[config.mk]
export PLATFORM = sky130hd
export DESIGN_NAME = nrisc_idata_loader_flat
export DESIGN_NICKNAME = d
export VERILOG_FILES = /design/src/rtl/nrisc_idata_pkg.sv /design/src/rtl/nrisc_idata_loader_if.sv /design/src/rtl/nrisc_idata_timeout.sv /design/src/rtl/nrisc_idata_loader.sv /design/src/flat_wrapper.sv
export SDC_FILE = /design/constraint.sdc
export NUM_CORES = 1
export LEC_CHECK = 0
export CORE_MARGIN = 4
export CORE_UTILIZATION = 60
export CTS_BUF_LIST = sky130_fd_sc_hd__clkbuf_16
export DETAILED_ROUTE_END_ITERATION = 8
export GPL_ROUTABILITY_DRIVEN = 0
export PLACE_DENSITY_LB_ADDON = 0.2
export SLEW_MARGIN = 0
export SYNTH_ARGS = -nofsm -noshare
export SYNTH_HDL_FRONTEND = slang
export SYNTH_SLANG_ARGS = --single-unit
[constraint.sdc]
create_clock -name clk -period 4.7 [get_ports clk]
set_clock_uncertainty 0.2 [all_clocks]
set_input_delay 0.94 -clock clk [delete_from_list [all_inputs] [get_ports clk]]
set_output_delay 0.94 -clock clk [all_outputs]
set_load 0.01 [all_outputs]
[src/rtl/nrisc_idata_pkg.sv]
// Shared types and constants for the NRISC instruction-memory boot loader.
package nrisc_idata_pkg;

  localparam logic [7:0] SYNC_BYTE = 8'hA5;
  localparam int         ADDR_W    = 10;
  localparam int         WORD_W    = 16;
  localparam int         CNT_W     = 16;

  typedef enum logic [3:0] {
    S_IDLE,
    S_CNT_HI,
    S_CNT_LO,
    S_DATA_HI,
    S_DATA_LO,
    S_WRITE,
    S_CHECK,
    S_DONE,
    S_ERROR
  } state_t;

  // States that wait on a host byte inside a frame and so can time out.
  function automatic logic is_timed(input state_t s);
    return (s == S_CNT_HI) || (s == S_CNT_LO) || (s == S_DATA_HI) ||
           (s == S_DATA_LO) || (s == S_CHECK);
  endfunction

endpackage

[src/rtl/nrisc_idata_loader_if.sv]
// Byte stream in, IDATA programming port and loader status out.
interface nrisc_idata_loader_if;
  import nrisc_idata_pkg::*;

  logic [7:0]        in_data;
  logic              in_valid;
  logic              in_ready;
  logic              IDATA_PROG_write;
  logic [ADDR_W-1:0] IDATA_PROG_addr;
  logic [WORD_W-1:0] IDATA_PROG_data;
  logic              core_hold;
  logic              done;
  logic              error;
  logic [ADDR_W-1:0] word_cnt;

  modport master (
    input  in_data, in_valid,
    output in_ready, IDATA_PROG_write, IDATA_PROG_addr, IDATA_PROG_data,
           core_hold, done, error, word_cnt
  );

  modport slave (
    output in_data, in_valid,
    input  in_ready, IDATA_PROG_write, IDATA_PROG_addr, IDATA_PROG_data,
           core_hold, done, error, word_cnt
  );

endinterface

[src/rtl/nrisc_idata_timeout.sv]
// Inter-byte idle watchdog: reloads on clear, counts down while enabled.
module nrisc_idata_timeout #(
  parameter int unsigned TIMEOUT = 65535
) (
  input  logic clk,
  input  logic rst,
  input  logic clear,
  input  logic enable,
  output logic expired
);

  localparam int            CW     = (TIMEOUT > 2) ? $clog2(TIMEOUT) : 1;
  localparam logic [CW-1:0] RELOAD = CW'(TIMEOUT - 1);

  logic [CW-1:0] count_reg;

  always_ff @(posedge clk or negedge rst) begin
    if (!rst) begin
      count_reg <= RELOAD;
    end else if (clear) begin
      count_reg <= RELOAD;
    end else if (enable && (count_reg != '0)) begin
      count_reg <= count_reg - CW'(1);
    end
  end

  // Fires during the TIMEOUT-th consecutive idle cycle after the last reload.
  assign expired = enable && !clear && (count_reg == '0);

endmodule

[src/rtl/nrisc_idata_loader.sv]
// Framed byte-stream boot loader driving the NRISC instruction memory programming port.
module nrisc_idata_loader
  import nrisc_idata_pkg::*;
#(
  parameter int unsigned DEPTH         = 256,
  parameter int unsigned TIMEOUT       = 65535,
  parameter bit          HOLD_AT_RESET = 1'b1
) (
  input  logic                 clk,
  input  logic                 rst,
  nrisc_idata_loader_if.master bus
);

  state_t            state_reg, state_next;
  logic              ready_reg;
  logic [7:0]        hi_reg, hi_next;
  logic [7:0]        lo_reg, lo_next;
  logic [CNT_W-1:0]  n_reg, n_next;
  logic [ADDR_W-1:0] word_cnt_reg, word_cnt_next;
  logic [7:0]        xor_reg, xor_next;
  logic              hold_reg, hold_next;
  logic              done_reg, done_next;
  logic              error_reg, error_next;

  logic              in_ready_int;
  logic              xfer;
  logic              timed;
  logic              tmo_expired;
  logic [CNT_W-1:0]  n_full;
  logic [CNT_W-1:0]  wc_inc;

  assign in_ready_int = ready_reg && (state_reg != S_WRITE);
  assign xfer         = bus.in_valid && in_ready_int;
  assign timed        = is_timed(state_reg);

  nrisc_idata_timeout #(
    .TIMEOUT (TIMEOUT)
  ) u_timeout (
    .clk     (clk),
    .rst     (rst),
    .clear   (xfer || !timed),
    .enable  (timed),
    .expired (tmo_expired)
  );

  always_ff @(posedge clk or negedge rst) begin
    if (!rst) begin
      state_reg    <= S_IDLE;
      ready_reg    <= 1'b0;
      hi_reg       <= 8'h00;
      lo_reg       <= 8'h00;
      n_reg        <= '0;
      word_cnt_reg <= '0;
      xor_reg      <= 8'h00;
      hold_reg     <= HOLD_AT_RESET;
      done_reg     <= 1'b0;
      error_reg    <= 1'b0;
    end else begin
      state_reg    <= state_next;
      ready_reg    <= 1'b1;
      hi_reg       <= hi_next;
      lo_reg       <= lo_next;
      n_reg        <= n_next;
      word_cnt_reg <= word_cnt_next;
      xor_reg      <= xor_next;
      hold_reg     <= hold_next;
      done_reg     <= done_next;
      error_reg    <= error_next;
    end
  end

  always_comb begin
    state_next    = state_reg;
    hi_next       = hi_reg;
    lo_next       = lo_reg;
    n_next        = n_reg;
    word_cnt_next = word_cnt_reg;
    xor_next      = xor_reg;
    hold_next     = hold_reg;
    done_next     = done_reg;
    error_next    = error_reg;
    n_full        = {n_reg[CNT_W-1:8], bus.in_data};
    wc_inc        = CNT_W'(word_cnt_reg) + CNT_W'(1);

    case (state_reg)
      S_IDLE, S_DONE, S_ERROR: begin
        if (xfer && (bus.in_data == SYNC_BYTE)) begin
          state_next    = S_CNT_HI;
          hold_next     = 1'b1;
          done_next     = 1'b0;
          error_next    = 1'b0;
          word_cnt_next = '0;
          xor_next      = 8'h00;
        end
      end
      S_CNT_HI: begin
        if (xfer) begin
          n_next     = {bus.in_data, 8'h00};
          state_next = S_CNT_LO;
        end
      end
      S_CNT_LO: begin
        if (xfer) begin
          n_next = n_full;
          if (n_full == '0) begin
            state_next = S_CHECK;
          end else if (n_full > CNT_W'(DEPTH)) begin
            state_next = S_ERROR;
            error_next = 1'b1;
          end else begin
            state_next = S_DATA_HI;
          end
        end
      end
      S_DATA_HI: begin
        if (xfer) begin
          hi_next    = bus.in_data;
          xor_next   = xor_reg ^ bus.in_data;
          state_next = S_DATA_LO;
        end
      end
      S_DATA_LO: begin
        if (xfer) begin
          lo_next    = bus.in_data;
          xor_next   = xor_reg ^ bus.in_data;
          state_next = S_WRITE;
        end
      end
      S_WRITE: begin
        // Address for this strobe is the pre-increment word count.
        word_cnt_next = wc_inc[ADDR_W-1:0];
        state_next    = (wc_inc < n_reg) ? S_DATA_HI : S_CHECK;
      end
      S_CHECK: begin
        if (xfer) begin
          if (bus.in_data == xor_reg) begin
            state_next = S_DONE;
            done_next  = 1'b1;
            hold_next  = 1'b0;
          end else begin
            state_next = S_ERROR;
            error_next = 1'b1;
          end
        end
      end
      default: begin
        state_next = S_IDLE;
      end
    endcase

    if (tmo_expired) begin
      state_next = S_ERROR;
      error_next = 1'b1;
    end
  end

  assign bus.in_ready         = in_ready_int;
  assign bus.IDATA_PROG_write = (state_reg == S_WRITE);
  assign bus.IDATA_PROG_addr  = word_cnt_reg;
  assign bus.IDATA_PROG_data  = {hi_reg, lo_reg};
  assign bus.core_hold        = hold_reg;
  assign bus.done             = done_reg;
  assign bus.error            = error_reg;
  assign bus.word_cnt         = word_cnt_reg;

endmodule

[src/flat_wrapper.sv]
// flat-port wrapper written by rule: the top's interface ports become plain ports
module nrisc_idata_loader_flat import nrisc_idata_pkg::*;
#(
  parameter int unsigned DEPTH         = 256,
  parameter int unsigned TIMEOUT       = 65535,
  parameter bit          HOLD_AT_RESET = 1'b1
)
  (clk, rst, bus_in_data, bus_in_valid, bus_in_ready, bus_IDATA_PROG_write, bus_IDATA_PROG_addr, bus_IDATA_PROG_data, bus_core_hold, bus_done, bus_error, bus_word_cnt);
  nrisc_idata_loader_if bus_i ();
  input  logic clk;
  input  logic rst;
  input wire logic [$bits(bus_i.in_data)-1:0] bus_in_data;
  input wire logic [$bits(bus_i.in_valid)-1:0] bus_in_valid;
  output wire logic [$bits(bus_i.in_ready)-1:0] bus_in_ready;
  output wire logic [$bits(bus_i.IDATA_PROG_write)-1:0] bus_IDATA_PROG_write;
  output wire logic [$bits(bus_i.IDATA_PROG_addr)-1:0] bus_IDATA_PROG_addr;
  output wire logic [$bits(bus_i.IDATA_PROG_data)-1:0] bus_IDATA_PROG_data;
  output wire logic [$bits(bus_i.core_hold)-1:0] bus_core_hold;
  output wire logic [$bits(bus_i.done)-1:0] bus_done;
  output wire logic [$bits(bus_i.error)-1:0] bus_error;
  output wire logic [$bits(bus_i.word_cnt)-1:0] bus_word_cnt;
  assign bus_i.in_data = bus_in_data;
  assign bus_i.in_valid = bus_in_valid;
  assign bus_in_ready = bus_i.in_ready;
  assign bus_IDATA_PROG_write = bus_i.IDATA_PROG_write;
  assign bus_IDATA_PROG_addr = bus_i.IDATA_PROG_addr;
  assign bus_IDATA_PROG_data = bus_i.IDATA_PROG_data;
  assign bus_core_hold = bus_i.core_hold;
  assign bus_done = bus_i.done;
  assign bus_error = bus_i.error;
  assign bus_word_cnt = bus_i.word_cnt;
  nrisc_idata_loader #(.DEPTH(DEPTH), .TIMEOUT(TIMEOUT), .HOLD_AT_RESET(HOLD_AT_RESET)) u_core (.clk(clk), .rst(rst), .bus(bus_i));
endmodule
Yosys cells after proc, flatten, opt, wreduce, memory -nomap -nowiden:

Index checks and enable logic that the tools add are counted.

* output and inout bits: 41
* input port bits: 11
* flip-flop bits (word level): 74

* multiplexer cells: 37
* $lt $le $gt $ge: 2
* bitwise gates (word level): 2
* $add $sub $neg: 2
* equality and inequality tests: 26
* reductions and logical operators: 34

Operators by type and width (number)
* 16-bit 2-to-1 mux: 3
* 4-bit 2-to-1 mux: 10
* 16-bit logical NOT: 2
* 16-bit case mux with 2 select lines: 1
* 4-bit case mux with 7 select lines: 1
* 8-bit 2-to-1 mux: 3
* 10-bit case mux with 2 select lines: 1
* 3-bit by 1-bit != test with 1-bit output (second input constant): 6
* 4-bit by 3-bit == test with 1-bit output (second input constant): 4
* 16-bit by 9-bit greater-than comparator with 1-bit output (second input constant): 1
* 16-bit less-than comparator: 1
* 8-bit case mux with 2 select lines: 1
* 16-bit nonzero test: 1
* 16-bit by 1-bit subtractor with 16-bit output (second input constant): 1
* 1-bit 2-to-1 mux: 12
* 10-bit by 1-bit adder with 11-bit output (second input constant): 1
* 10-bit 2-to-1 mux: 1
* 2-bit by 1-bit != test with 1-bit output (second input constant): 5
* 2-bit nonzero test: 5
* 3-bit by 2-bit != test with 1-bit output (second input constant): 3
* 3-bit AND reduction: 3
* 4-bit by 2-bit == test with 1-bit output (second input constant): 2
* 8-bit == test: 1
* 8-bit == test (second input constant): 1
* 20 further kinds: 33

Logic depth before layout (Yosys ltp):

* word-level depth: 12
* gate-level depth with buffers: 12
* depth with buffers taken out: 12

Hierarchy:

A second synthesis with hierarchy kept.

* cells, all modules: 406
* area, all modules: 4134.0 um^2

By module, submodules not included
* nrisc_idata_loader: cells an instance 309, times used 1, area an instance 3214.3 um^2
* nrisc_idata_timeout: cells an instance 97, times used 1, area an instance 919.6 um^2

Worst setup path after synthesis:

No wires, ideal clock.

* path type: register to register
* start point: reg u_core.word_cnt_reg[0] (netlist: u_core.bus.IDATA_PROG_addr[0])
* end point: reg u_core.state_reg[2]
* arrival time: 2569 ps
* cell stages (with the launch flop): 13
* slack: 1810 ps
* data required time: 4379 ps
* buffers on the path: 0
* cell sequence: dfrtp_1 ha_1 nand3_1 nor2_1 and3_1 xor2_1 ha_1 a21o_1 a21oi_1 o211a_1 a221oi_1 a211o_1 a22o_1

* word-level cells in the longest chain between the ends: 5

Ends and longest elaborated chain
* start, declared: RTL line nrisc_idata_loader.sv:19 `logic [ADDR_W-1:0] word_cnt_reg, word_cnt_next;`
* start signal, assigned: RTL line nrisc_idata_loader.sv:64 `word_cnt_reg <= word_cnt_next;`
* 10-bit by 1-bit adder with 11-bit output: RTL line nrisc_idata_loader.sv:83 `wc_inc = CNT_W'(word_cnt_reg) + CNT_W'(1);`
* 16-bit less-than comparator: RTL line nrisc_idata_loader.sv:132 `state_next = (wc_inc < n_reg) ? S_DATA_HI : S_CHECK;`
* 3-bit 2-to-1 mux: RTL line nrisc_idata_loader.sv:132
* 4-bit case mux with 7 select lines: RTL line nrisc_idata_loader.sv:85 `case (state_reg)`
* 4-bit 2-to-1 mux: RTL line nrisc_idata_loader.sv:151 `if (tmo_expired) begin`
* end signal, assigned: RTL line nrisc_idata_loader.sv:59 `state_reg <= state_next;`
* end, declared: RTL line nrisc_idata_loader.sv:14 `state_t state_reg, state_next;`

No other way between the ends.
A chain may end at the register's enable or synchronous reset.

Worst setup path in the final report:

* start point: reg u_core.state_reg[3]
* end point: out bus_IDATA_PROG_write

* word-level cells in the longest chain between the ends: 1

Ends and longest elaborated chain
* 4-bit by 3-bit == test with 1-bit output: RTL line nrisc_idata_loader.sv:158 `assign bus.IDATA_PROG_write = (state_reg == S_WRITE);`
* end, declared: RTL line flat_wrapper.sv:15 `output wire logic [$bits(bus_i.IDATA_PROG_write)-1:0] bus_IDATA_PROG_write;`

No other way between the ends.

==> summary.txt <==
CTS
  – Number of CTS-inserted buffers: 9
  – # hold bufs at CTS: 0
  – CTS Buffer Depth: 2
  – Sink Count: 74
  – Post-CTS setup buffers: 0
  – Number of H-tree levels: 3
  – Clock latency on the worst-skew pair: 0.34 ns
  – Resize count post-CTS: 0
  – Root buffer cell: clkbuf_16
  – TritonCTS clock tree: yes
  – Reg clk slew, reported paths: 0.06 ns

Setup path
  – Critical Path Fanout Max: 12
  – Cell depth of the worst flop-to-flop path: 12
  – Top delay family on crit path: buffers and inverters
  – Crit Path Category: register to output port
  – Crit path DAT: 2.12 ns
  – Type of origin of the critical path: register
  – Worst path bufs/invs: 2
  – Crit path cell chain: nand4bb_1 -> inv_1 -> clkdlybuf4s50_1
  – R2r setup slk: 1.52 ns
  – Worst r2r src: u_core.bus.IDATA_PROG_addr[0]
  – CP Capture Type: output port
  – Worst r2r dst: u_core.state_reg[0]
  – Crit-path max cell delay: 0.62 ns
  – CP max-delay cell: clkdlybuf4s50_1
  – Critical path required time: 3.56 ns

Synthesis
  – Largest family of logic cells by synthesized area: simple AND/OR/NAND/NOR gates
  – Synth Area in XOR/XNOR: 5.28%
  – Synthesis Warnings: 0
  – Main synth FF type: dfrtp_1
  – Synth unique cells: 61
  – Part of the Yosys area used for sequential elements: 45.1%
  – #FFs+latches synth: 74
  – Mapped Nets: 469
  – Synth Area in Compound Gates: 13.0%
  – Average size of a mapped cell: 9.30 sq um
  – Mux cell area share after synthesis: 4.71%
  – Mapped Area: 0.00415 sq mm
  – Post-synth EDFFs: 0
  – Fraction of registers with async set/reset: 100%
  – Cell taking the most area after synthesis: dfrtp_1
  – Yosys top cell area share: 35.0%
  – Cell count after synthesis: 446
  – Simple-Gate Fraction of Synth Area: 22.1%
  – Largest cells by area after synthesis: dfrtp_1 35%, dfstp_2 10%, nand2_1 7.3%, o21ai_0 4.9%, mux2_2 4.3%
  – Synth Area in Adders: 3.62%

STA
  – Min Tclk post-route: 3.26 ns
  – Worst setup margin: 1.44 ns
  – Final hold vios: 0
  – Part of the cycle the worst path needs: 69.4%
  – Min Hold Slack: 0.290 ns
  – Worst-Margin Slew: 0.835 ns
  – RSZ-0062 raised after global routing: no
  – Worst slew margin: 44.3%
  – FMAX: 307 MHz
  – Setup TNS: 0 ns
  – Slew Limit Fails: 0
  – Setup violations, final: 0

Place
  – DP HPWL: 6390 um
  – Port Buffer Count: 51
  – Dpl cells: 546
  – Pre-CTS setup slack: 1.36 ns
  – Placed instance area: 0.00458 sq mm

Pwr
  – Sequential power share: 35.9%
  – Power density cells: 611 mW/mm^2
  – Total Power: 2.99 mW
  – Clk pwr share: 23.3%
  – Combinational Power Share: 40.8%
  – Worst VDD drop: 0.351 mV
  – Leakage power: 2.10 nW
  – Sw frac: 37.3%
  – Pint: 1.87 mW
  – Sw power: 1.11 mW

Route
  – Iter 0 DRT Violations: 225
  – WL final: 9360 um
  – Drt drc: 0
  – Via-to-Cell Ratio: 5.91
  – Drt wl/cell: 16.7 um
  – Final ANT Viol Nets: 0
  – First-pass DRT Iterations: 4
  – Via count: 3323

Floorplanning
  – Height of the chip: 91.1 um
  – Die area: 0.00831 sq mm
  – Ports: 52
  – Die width: 91.1 um
  – FP Rows: 30
  – Core area: 0.00676 sq mm
  – Initial core utilization: 61.4%

Global route
  – First-pass GRT wire length: 16000 um
  – Largest net degree at the start of global routing: 40
  – GRT Util Overall: 24.2%
  – Initial antenna violation count: 0
  – GR Overflow Total: 0
  – Vias in the first global route: 3267

Finish
  – Non-Filler Instances: 562
  – Final net count: 500
  – N_diodes: 0
  – Most common cell after layout, fill and taps aside: nand2_1
  – Final Instance Area: 0.00489 sq mm
  – Share of post-route cells with drive strength above 1: 14.1%
  – Most frequent cells in the layout: 81 x nand2_1, 58 x dfrtp_1, 50 x clkdlybuf4s50_1
  – Finished Core Util: 72.3%
  – Area growth syn-to-layout: 17.8%
  – Layout fillers: 510

Job
  – Max-cap violations: 0

Worst hold path
  – WHS Endpoint: u_core.n_reg[13]
  – HP Class: register to register
  – Hold Crit Start: u_core.n_reg[13]
  – Hold path cells: 2

Run status
  – Status: finished clean
==> worst register-to-register path, stage by stage, from the launching register on <==
cell       delay [ns]
dfrtp_1          0.49
ha_1             0.28
nand3_1          0.14
nor2_1           0.26
and3_1           0.29
xor2_1           0.20
ha_1             0.17
a21o_1           0.10
a21oi_1          0.07
o211a_1          0.11
a221oi_1         0.40
o2111ai_1        0.16
a22o_1           0.21
==> power by group through the flow <==
stage               Combinational (mW)  Sequential (mW)  Clock [mW]
floorplan                        0.808             1.05           0
global placement                  1.17             1.06           0
detailed placement                1.21             1.08           0
CTS                               1.23             1.07       0.700
global route                      1.35             1.11       0.732
finish                            1.22             1.07       0.696
==> how the worst max path moves through the flow <==
stage / slack (ns) / cells past startpoint / end / start
2_1_floorplan: 1.81 / 12 / u_core.state_reg[2] / u_core.bus.IDATA_PROG_addr[0]
3_3_place_gp: 1.42 / 6 / u_core.state_reg[3] / bus_in_data[7]
3_5_place_dp: 1.36 / 6 / u_core.state_reg[3] / bus_in_data[7]
4_1_cts: 1.45 / 3 / bus_IDATA_PROG_write / u_core.state_reg[3]
5_1_grt: 1.23 / 12 / u_core.state_reg[0] / u_core.bus.IDATA_PROG_addr[0]
6_report: 1.44 / 3 / bus_IDATA_PROG_write / u_core.state_reg[3]
==> synthesized netlist by cell type, drive strengths merged, types with 2 or more instances <==
cell type	number
o2111ai	2
nand3b	2
o21ai	45
nor3	8
inv	17
nor3b	2
xnor2	9
nor4	10
or3	5
a221oi	3
ha	12
nand3	21
dfrtp	58
a211oi	2
a21o	4
and2	6
nand2b	5
a21oi	11
and3	5
dfstp	16
xor2	16
mux2	17
o211ai	3
nor2	29
nand2	82
clkbuf	10
a22o	4
buf	23
==> layer usage <==
layer	vias up	part of all wire [%]	global-route usage (%)
met1	1587	46	32.2
met3	21	6.1	4.39
li1	1584	-	-
met5	-	0	0
met2	131	45	37.8
met4	0	2.9	12.4
==> kinds of logic (layout without fill, tap and decap cells) <==
family	after synthesis	count (layout)
compound gates	85	85
fa+ha+maj	12	12
flops	74	74
buf+inv	50	86
xor+xnor	25	25
other cells	1	1
mux	17	17
simple gates	182	182
==> layout make-up <==
class / count / area (sq um) / share of cell area [%]
inverters: 17 / 63.8 / 1.31
clock inverters: 7 / 78.8 / 1.61
repair buffers: 53 / 520 / 10.7
well taps: 80 / 100 / 2.05
flip-flops and latches: 74 / 1870 / 38.3
clock buffers: 9 / 225 / 4.61
multi-input cells: 322 / 2030 / 41.5
Power figures use the tool's default switching activity.
